$ cat src/rtl/arb_pkg.sv
// arb_pkg: shared FSM state type and default sizing for the round-robin arbiter
package arb_pkg;
   typedef enum logic {IDLE, GRANT} state_t;
   localparam int N_DEF        = 8;
   localparam int IDXW_DEF     = 3;
   localparam int MAX_HOLD_DEF = 16;
endpackage

$ cat src/rtl/rr_pick.sv
// rr_pick: combinational round-robin pick, first requester at or after ptr (wrapping)
//   req      in   N     request vector
//   ptr      in   IDXW  highest-priority index
//   pick     out  N     one-hot winner (0 when no request)
//   pick_idx out  IDXW  binary index of winner
//   any      out  1     at least one request
module rr_pick
   import arb_pkg::*;
#(
   parameter int N    = N_DEF,
   parameter int IDXW = IDXW_DEF
) (
   input  logic [N-1:0]    req,
   input  logic [IDXW-1:0] ptr,
   output logic [N-1:0]    pick,
   output logic [IDXW-1:0] pick_idx,
   output logic            any
);
   logic [N-1:0] masked, cand;
   // requests at or above ptr win; if none, fall back to the full vector (wrap)
   always_comb begin
      masked   = req & ({N{1'b1}} << ptr);
      cand     = |masked ? masked : req;
      pick_idx = '0;
      for (int i = N - 1; i >= 0; i--) pick_idx = cand[i] ? IDXW'(i) : pick_idx;
      any      = |req;
      pick     = any ? (N'(1) << pick_idx) : '0;
   end
endmodule

$ cat src/rtl/rr_arbiter.sv
// rr_arbiter: round-robin arbiter, registered one-hot grant held until released
//   clk, rst (sync, active-high)
//   req      in   N     level requests
//   done     in   1     owner releases grant
//   gnt      out  N     one-hot grant
//   gnt_idx  out  IDXW  binary index of grant (drives datapath select)
//   gnt_vld  out  1     grant active
//   timeout  out  1     one-cycle pulse on forced release
// Optional ARB_TIMEOUT_EN: force release after MAX_HOLD grant cycles.
module rr_arbiter
   import arb_pkg::*;
#(
   parameter int N        = N_DEF,
   parameter int IDXW     = IDXW_DEF,
   parameter int MAX_HOLD = MAX_HOLD_DEF
) (
   input  logic            clk,
   input  logic            rst,
   input  logic [N-1:0]    req,
   input  logic            done,
   output logic [N-1:0]    gnt,
   output logic [IDXW-1:0] gnt_idx,
   output logic            gnt_vld,
   output logic            timeout
);
   state_t          state, state_nx;
   logic [IDXW-1:0] ptr, pick_idx;
   logic [N-1:0]    pick;
   logic            any, rel, expire, force_rel;

   rr_pick #(.N(N), .IDXW(IDXW)) u_pick (
      .req(req), .ptr(ptr), .pick(pick), .pick_idx(pick_idx), .any(any)
   );

`ifdef ARB_TIMEOUT_EN
   localparam int CW = $clog2(MAX_HOLD + 1);
   logic [CW-1:0] cnt;
   // zero on the first grant cycle, so expiry lands on the MAX_HOLD-th cycle held
   always_ff @(posedge clk) cnt <= (rst || state == IDLE) ? '0 : cnt + 1'b1;
   assign expire = state == GRANT && cnt == CW'(MAX_HOLD - 1);
`else
   assign expire = 1'b0;
`endif

   // a normal release on the expiry cycle wins, so timeout stays low then
   always_comb begin
      rel       = state == GRANT && (done || !req[gnt_idx]);
      force_rel = expire && !rel;
      state_nx  = state == IDLE ? (any ? GRANT : IDLE) : ((rel || force_rel) ? IDLE : GRANT);
   end

   always_ff @(posedge clk) begin
      if (rst) begin
         state   <= IDLE;
         ptr     <= '0;
         gnt     <= '0;
         gnt_idx <= '0;
         gnt_vld <= 1'b0;
         timeout <= 1'b0;
      end else begin
         state   <= state_nx;
         timeout <= force_rel;
         if (state == IDLE && any) begin
            gnt     <= pick;
            gnt_idx <= pick_idx;
            gnt_vld <= 1'b1;
         end else if (rel || force_rel) begin
            gnt     <= '0;
            gnt_vld <= 1'b0;
            ptr     <= gnt_idx == IDXW'(N - 1) ? '0 : gnt_idx + 1'b1;
         end
      end
   end
endmodule

$ cat config.mk
export PLATFORM = sky130hd
export DESIGN_NAME = rr_arbiter
export DESIGN_NICKNAME = d
export VERILOG_FILES = /design/src/rtl/arb_pkg.sv /design/src/rtl/rr_pick.sv /design/src/rtl/rr_arbiter.sv
export SDC_FILE = /design/constraint.sdc
export NUM_CORES = 1
export LEC_CHECK = 0
export ABC_CLOCK_PERIOD_IN_PS = 1700
export CAP_MARGIN = 40
export CORE_UTILIZATION = 46
export DETAILED_ROUTE_END_ITERATION = 12
export GPL_ROUTABILITY_DRIVEN = 0
export PLACE_DENSITY = 0.79
export SLEW_MARGIN = 20
export SYNTH_ARGS = -nofsm -noshare
export SYNTH_HDL_FRONTEND = slang
export SYNTH_HIERARCHICAL = 1
export SYNTH_SLANG_ARGS = --single-unit
$ cat constraint.sdc
create_clock -name clk -period 1.7 [get_ports clk]
set_input_delay 0.17 -clock clk [delete_from_list [all_inputs] [get_ports clk]]
set_output_delay 0.17 -clock clk [all_outputs]
set_load 0.02 [all_outputs]
Yosys cells after proc, flatten, opt, wreduce, memory -nomap -nowiden
Cells that the tools add are included.
Widths: inputs -> output; s select.
Operators by class
  shift operators: 2
  bitwise operators: 3
  magnitude comparators: 1
  reduce and logical (&&, ||, !) cells: 8
  equality and inequality tests: 1
  $add $sub $neg: 1
  mux-type cells: 20
Operator list (count)
  $mux 8: 4
  $mux 3: 9
  $reduce_or 8->1: 2
  $and 8x8->8: 1
  $shl 1x3->8 const A: 1
  $shl 8x3->8 const A: 1
  $mux 1: 6
  $lt 3x4->1 const B: 1
  $add 3x1->3 const B: 1
  $bmux 1 s3: 1
  $eq 3x3->1 const B: 1
  $logic_and 1x1->1: 2
  $not 1->1: 2
  $reduce_and 2->1: 1
  $reduce_bool 2->1: 1
  $logic_not 1->1: 1
  $logic_or 1x1->1: 1
Word-level totals
  output and inout bits: 13
  register bits after elaboration: 16

Longest topological paths before layout
Gate-level depths: netlist (run 1).
  word-level depth: 15
  depth in mapped cells: 9

Modules after synthesis
The synthesis (run 1) kept the hierarchy.
Modules (own cells, without submodules)
  rr_arbiter: cells an instance 75, instances 1, area each 782.0 µm²
  rr_pick: cells an instance 65, instances 1, area each 459.2 µm²

Least setup slack after synthesis (run 1)
No wires, ideal clock.
  kind: reg2reg
  start point: register gnt_idx[0]
  end point: register gnt[0]
  data required time: 1583 ps
  setup slack: -283 ps
  period minus slack after synthesis: 1983 ps
  cell stages (with the launch flop): 7
  setup time: 117 ps
  buffers on the path: 2
  arrival: 1866 ps
  path through: dfxtp_1 -> buf_6 -> mux4_2 -> or2_0 -> buf_6 -> a31o_4 -> a22o_1
Between the ends
  cells in the longest elaborated chain, start to end: 6
RTL lines
  from (decl): RTL line rr_arbiter.sv:22  | output logic [IDXW-1:0] gnt_idx,
  from (signal assigned): RTL line rr_arbiter.sv:65  | gnt_idx <= pick_idx;
  $bmux 1 s3: RTL line rr_arbiter.sv:47  | rel = state == GRANT && (done || !req[gnt_idx]);
  $mux 1 (implied by the code): RTL line rr_arbiter.sv:47
  $logic_not 1->1: RTL line rr_arbiter.sv:47
  $logic_or 1x1->1: RTL line rr_arbiter.sv:47
  $logic_and 1x1->1: RTL line rr_arbiter.sv:47
  $reduce_bool 2->1 (no line)
  to (signal assigned): RTL line rr_arbiter.sv:64  | gnt <= pick;
  to (decl): RTL line rr_arbiter.sv:21  | output logic [N-1:0] gnt,
No other way between the ends. The select of a mux whose other input is x is not followed.
A chain may end at the register's enable or synchronous reset.

Final worst setup path (run 1)
  start point: register ptr[1]
  end point: register gnt[2]
Between the ends
  cells in the longest elaborated chain, start to end: 15
RTL lines
  from (decl): RTL line rr_arbiter.sv:27  | logic [IDXW-1:0] ptr, pick_idx;
  from (signal assigned): RTL line rr_arbiter.sv:70  | ptr <= gnt_idx == IDXW'(N - 1) ? '0 : gnt_idx + 1'b1;
  $shl 8x3->8 *: RTL line rr_pick.sv:22  | masked = req & ({N{1'b1}} << ptr);
  $and 8x8->8 *: RTL line rr_pick.sv:22
  $reduce_or 8->1: RTL line rr_pick.sv:23  | cand = |masked ? masked : req;
  $mux 8 *: RTL line rr_pick.sv:23
  $mux 3 (7 in a row): RTL line rr_pick.sv:25  | for (int i = N - 1; i >= 0; i--) pick_idx = cand[i] ? IDXW'(i) : pick_idx;
  $mux 3 *: RTL line rr_pick.sv:25
  $shl 1x3->8 *: RTL line rr_pick.sv:27  | pick = any ? (N'(1) << pick_idx) : '0;
  $mux 8 *: RTL line rr_pick.sv:27
  named net pick[2]: RTL line rr_arbiter.sv:28  | logic [N-1:0] pick;
  $mux 8 *: RTL line rr_arbiter.sv:63  | if (state == IDLE && any) begin
The timed path passes the listed nets; every way through them passes the cells marked *.

==> qor.yml, run 1 <==
outcome:
  status: "finished, violations left"
  violations: "negative setup slack"
drt:
  drt-total-wl_mm: 3.58
  postRouteAntennaNets: 0
  num_vias: 1260
  wire_per_inst_um: 16.5
  drtIter0Drc: 18
  dr.pass1.iters: 4
  viasPerCell: 5.81
  route.detailed.drc: 0
clock_tree:
  hold_buffers: 0
  h-tree-depth: 1
  insertion_delay_ns: 0.29
  clkTransAtPathRegs_ns: 0.10
  cts_tree: "yes"
  numCtsBuffers: 3
  clkSinkCount: 16
  clock_path_buffers: 2
  ctsRootBufferMaster: "clkbuf_4"
timing:
  hold_viol_final: 0
  fin_tns_setup_ns: -1.12
  skew_ns: 0.00332
  finalWorstSetupSlack_ns: -0.187
  drv_slew: 0
  fmax_ghz: 0.530
  rsz0062_at_grt: "yes"
  setup_viol: 11
  min_period_over_period: 1.11
  finalCriticalPeriod_ns: 1.89
  fin_hold_ws_ns: 0.478
yosys:
  synth-async-reset-ratio: 0
  syn_area_per_cell_um2: 8.87
  synth-seq-cells: 16
  synthCells: 140
  netlist_area_mm2: 0.00124
  synth_warnings: 6
  synth_ff_type: "dfxtp_1"
  synth-edff-count: 0
  synthesis.nets: 153
  synth.distinct_cells: 53
  ys_top_cells_by_area: "dfxtp_1 (26%), a22o_1 (5.6%), nor2_1 (5.4%), buf_6 (5.4%), mux2i_1 (4.0%)"
  netlist.area_leader.share: 0.258
  yosysSeqAreaShare: 0.258
  synth_top_area_cell: "dfxtp_1"
power_and_ir_drop:
  p_int_mw: 0.866
  power_frac_seq: 0.353
  irDropWorstVdd_uv: 610
  p_per_area_mw_per_mm2: 741
  p_total_mw: 1.35
  clkPwrFrac: 0.187
  pwr-share-comb: 0.460
  p_sw_mw: 0.484
  p_sw_frac: 0.359
  leakagePower_nw: 0.748
cells_and_area:
  nFillCells: 192
  nets: 201
  drive_gt1_frac: 0.385
  insertedDiodeCount: 0
  regArea_um2: 335
  multiInputGateArea_um2: 930
  layout.cells.non_filler: 217
  layout_common_cells: "buf_4 (29), clkdlybuf4s50_1 (19), nor2_1 (16)"
  layout_commonest_cell: "buf_4"
  area_growth_syn_to_layout_pct: 46.8
global_routing:
  grt_overflow: 0
  grt_start_max_net_pins: 10
  grt_pass1_wl_mm: 5.58
  grt_pass1_vias: 1226
  track_usage: 0.275
  antenna_found_initial: 0
worst_setup_path:
  required_ns: 1.89
  arrival_ns: 2.07
  critPathBufInv: 0
  worstSetupPathType: "reg -> reg"
  start_kind: "flip-flop"
  worst_setup_path_end_kind: "flip-flop"
  crit_path_max_fanout: 8
  cpPeakStageDelay_ns: 0.40
  cpMaxStageDelayCell: "dfxtp_4"
  cpLargestDelayFamily: "simple AND/OR/NAND/NOR gates"
  crit_chain: "nor2_4, o221a_1, nor4_2, and2_1, or3_4, and3_1, a22o_1"
floorplan:
  fp.coreArea_mm2: 0.00252
  die_h_um: 53.9
  die_w_um: 53.9
  die_area_mm2: 0.00291
  start_util: 0.492
  rows: 18
  ios: 24
placed_design:
  pre_cts_ws_ns: -0.513
  io_buffers: 22
  place_inst: 212
  hpwl_mm: 2.69
job:
  drv_cap: 0
hold_path:
  hold_class: "reg -> reg"
## metal layers
layer	GRT usage	part of all wire
met1	0.318	0.41
met2	0.510	0.52
met3	0.0593	0.031
met4	0.0526	0.036
met5	0	0
## logic make-up (layout without fill, tap and decap cells)
logic type               count (synthesis)  after routing  share of synthesized area
adder cells (fa/ha/maj)                  2              2                     0.0202
AND/OR/NAND/NOR                         56             56                      0.264
buffers and inverters                   18             65                      0.101
AO/OA/AOI/OAI                           41             41                      0.295
multiplexers                             6              6                     0.0585
other                                    1              1                    0.00302
flip-flops                              16             16                      0.258
## power groups by stage
stage	logic [mW]	clock network, mW	registers, mW
detailed placement	0.534	0	0.474
CTS	0.583	0.258	0.472
floorplan	0.347	0	0.476
finish	0.621	0.253	0.476
global route	0.667	0.275	0.482
global placement	0.515	0	0.472
## Yosys cell counts, types with 2 or more instances
| library cell | instances |
|---|---|
| o32ai_1 | 2 |
| nand2_1 | 5 |
| dfxtp_1 | 16 |
| buf_6 | 6 |
| nand3b_1 | 2 |
| nand3_1 | 4 |
| a21oi_1 | 5 |
| inv_1 | 9 |
| nor2b_1 | 2 |
| a221oi_2 | 3 |
| and2_1 | 2 |
| o21ai_0 | 2 |
| nor3b_1 | 2 |
| a22o_1 | 8 |
| buf_4 | 2 |
| and2b_1 | 2 |
| nand2b_1 | 5 |
| mux2i_1 | 5 |
| a211oi_1 | 2 |
| a221oi_1 | 2 |
| nor3_1 | 3 |
| a311o_2 | 2 |
| ha_1 | 2 |
| nor2_1 | 18 |
## flip-flops by register name (all words and copies together), names as in the netlist
name	cells
state	1
gnt_idx	3
gnt	8
ptr	3
gnt_vld	1
## cell type report
cell class / count / share of cell area
Clock buffer: 4 / 0.0199
Tap cell: 30 / 0.0206
Multi-Input combinational cell: 106 / 0.510
Inverter: 9 / 0.0185
Sequential cell: 16 / 0.184
Timing Repair Buffer: 52 / 0.247
## final timing paths
check	startpoint	endpoint	slack, ns	cells past startpoint
worst max-delay path	ptr[1]	gnt[2]	-0.19	7
worst min-delay path	gnt[6]	gnt[6]	0.48	1
worst max register to register	ptr[1]	gnt[2]	-0.19	7
worst min register to register	gnt[6]	gnt[6]	0.48	1
## metrics by stage
| stage | cell area [µm²] | util |
|---|---|---|
| 2_1_floorplan | 1260 | - |
| 3_3_place_gp | 1640 | 0.651 |
| 3_5_place_dp | 1640 | 0.651 |
| 4_1_cts | 1760 | 0.696 |
| 5_1_grt | 1820 | 0.722 |
| 6_report | 1820 | 0.722 |
## timing repair
action,in CTS,in global routing
setup buffers,1,0
cloned,0,0
pin swaps,5,7
gates resized for setup,18,11
endpoints found under the setup margin,15,14
(Power assumes the default switching activity.)
==> run 2: changes to the inputs <==
--- a/config.mk
+++ b/config.mk
@@ -7,10 +7,10 @@
 export LEC_CHECK = 0
 export ABC_CLOCK_PERIOD_IN_PS = 1700
 export CAP_MARGIN = 40
-export CORE_UTILIZATION = 46
+export CORE_UTILIZATION = 35
 export DETAILED_ROUTE_END_ITERATION = 12
 export GPL_ROUTABILITY_DRIVEN = 0
-export PLACE_DENSITY = 0.79
+export PLACE_DENSITY = 0.64
 export SLEW_MARGIN = 20
 export SYNTH_ARGS = -nofsm -noshare
 export SYNTH_HDL_FRONTEND = slang
==> run 2 against run 1 <==
The run still ends with negative setup slack left; clock power up 2%; flip-flop and latch count stayed put; wire length fell by 5.1%; combinational power up 3.9%; total power increased by 2.0%; critical path depth unchanged; largest power group unchanged; count of clock-buffer cells in the layout unchanged; highest routed layer unchanged.
==> qor.yml, run 2 (same netlist as run 1, synthesis figures left out) <==
placed_design:
  dpl_cell_area_mm2: 0.00168
  hpwl_mm: 2.57
  io_buffers: 22
  place_inst: 230
floorplan:
  die_area_mm2: 0.00379
  fp.coreArea_mm2: 0.00336
  rows: 21
  die_w_um: 61.6
  start_util: 0.369
  die_h_um: 61.6
  ios: 24
cells_and_area:
  largest_reg_flops: 8
  drive_gt1_frac: 0.398
  regMostFlops: "gnt"
  layout.cells.non_filler: 237
  nets: 205
  stdcell_area_mm2: 0.00186
  area_growth_syn_to_layout_pct: 49.7
  layout_common_cells: "buf_4 (29), clkdlybuf4s50_1 (20), nor2_1 (13)"
  insertedDiodeCount: 0
  reg.largest.list: "gnt x8, gnt_idx x3, ptr x3"
  layout_commonest_cell: "buf_4"
timing:
  fin_hold_ws_ns: 0.480
  min_period_over_period: 1.10
  finalWorstSetupSlack_ns: -0.178
  rsz0062_at_grt: "yes"
  skew_ns: 0.00216
  setup_viol: 11
  finalCriticalPeriod_ns: 1.88
  drv_slew: 0
  hold_viol_final: 0
  fin_tns_setup_ns: -1.20
  fmax_ghz: 0.532
worst_setup_path:
  worst_setup_path_end_kind: "flip-flop"
  required_ns: 1.89
  crit_path_max_fanout: 8
  r2r_setup_slack_ns: -0.18
  cpPeakStageDelay_ns: 0.41
  arrival_ns: 2.07
  crit_start: "ptr[1]"
  worstSetupPathType: "reg -> reg"
  crit_chain: "a21boi_4, a31oi_1, a221oi_2, a211oi_2, or3_4, and3_4, a22o_1"
  start_kind: "flip-flop"
  crit_cells: 7
  crit_end: "gnt[2]"
  cpMaxStageDelayCell: "or3_4"
  critPathBufInv: 0
  reg2reg_from: "ptr[1]"
  cpLargestDelayFamily: "compound AO/OA/AOI/OAI gates"
  rr_worst_depth: 7
  r2r_end: "gnt[2]"
drt:
  num_vias: 1247
  dr.pass1.iters: 4
  viasPerCell: 5.26
  drt-total-wl_mm: 3.39
  postRouteAntennaNets: 0
  drtIter0Drc: 26
  route.detailed.drc: 0
  wire_per_inst_um: 14.3
power_and_ir_drop:
  p_total_mw: 1.38
  p_per_area_mw_per_mm2: 741
  irDropWorstVdd_uv: 478
  leakagePower_nw: 0.745
global_routing:
  grt_pass1_wl_mm: 5.66
  antenna_found_initial: 0
  grt_start_max_net_pins: 10
  grt_pass1_vias: 1222
  grt_overflow: 0
  track_usage: 0.203
clock_tree:
  clock_path_buffers: 2
  numCtsBuffers: 3
  cts_tree: "yes"
  clkTransAtPathRegs_ns: 0.10
  insertion_delay_ns: 0.29
  ctsRootBufferMaster: "clkbuf_4"
  h-tree-depth: 1
  hold_buffers: 0
  clkSinkCount: 16
job:
  drv_cap: 0
hold_path:
  hold_class: "reg -> reg"
outcome:
  status: "finished, violations left"
  violations: "negative setup slack"
## run 2: cell count changes in the layout (fill, tap and decap cells not counted), sizes merged
cell / previous run / this run
clkdlybuf4s50: 19 / 20
dlymetal6s2s: 1 / 0
clkdlybuf4s15: 0 / 1
buf: 30 / 33
## run 2: layout make-up
type,instances,area (µm²)
inverters,9,33.8
multi-input cells,106,902
repair buffers,56,492
fillers,333,1510
clock buffers,4,36.3
well taps,46,57.6
flip-flops and latches,16,337
## run 2: through the flow
step / utilization / worst slack, ns
4_1_cts: 0.533 / -0.167
3_3_place_gp: 0.499 / -0.458
6_report: 0.552 / -0.178
5_1_grt: 0.552 / -0.248
3_5_place_dp: 0.499 / -0.542
2_1_floorplan: - / -0.160
## run 2: routing by layer
layer,vias to the layer above,GRT usage,share of wire
li1,619,-,-
met1,605,0.254,0.45
met2,21,0.359,0.53
met3,2,0.0441,0.022
met4,0,0.0381,0.0050
met5,-,0,0
## run 2: repair_timing
action | 4_1_cts | 5_1_grt
gates cloned | 0 | 1
gates resized for setup | 22 | 10
setup buffers | 1 | 1
pin swaps | 11 | 4
setup endpoints to repair | 14 | 14
## run 2: worst reg2reg max path: cells and delay by family (launching register included)
family,cells,cell delay (ns)
AOI/OAI and AO/OA,5,0.81
and+or+nand+nor,2,0.57
DFF,1,0.39
## run 2: power breakdown
part / internal, mW / total (mW) / switching [mW] / leakage, nW
sequential: 0.417 / 0.474 / 0.0570 / 0.134
clock: 0.131 / 0.258 / 0.127 / 0.0210
combinational: 0.345 / 0.645 / 0.300 / 0.590
## run 2: how the worst min path moves through the flow
stage                     slack [ns]     from  cells past startpoint       to
after CTS                       0.48  gnt_vld                      2  gnt_vld
after global placement          0.46   gnt[5]                      1   gnt[5]
after detailed placement        0.45   gnt[7]                      1   gnt[7]
final                           0.48  gnt_vld                      2  gnt_vld
after floorplan                 0.39      rst                      3   ptr[0]
after global routing            0.50   gnt[3]                      1   gnt[3]
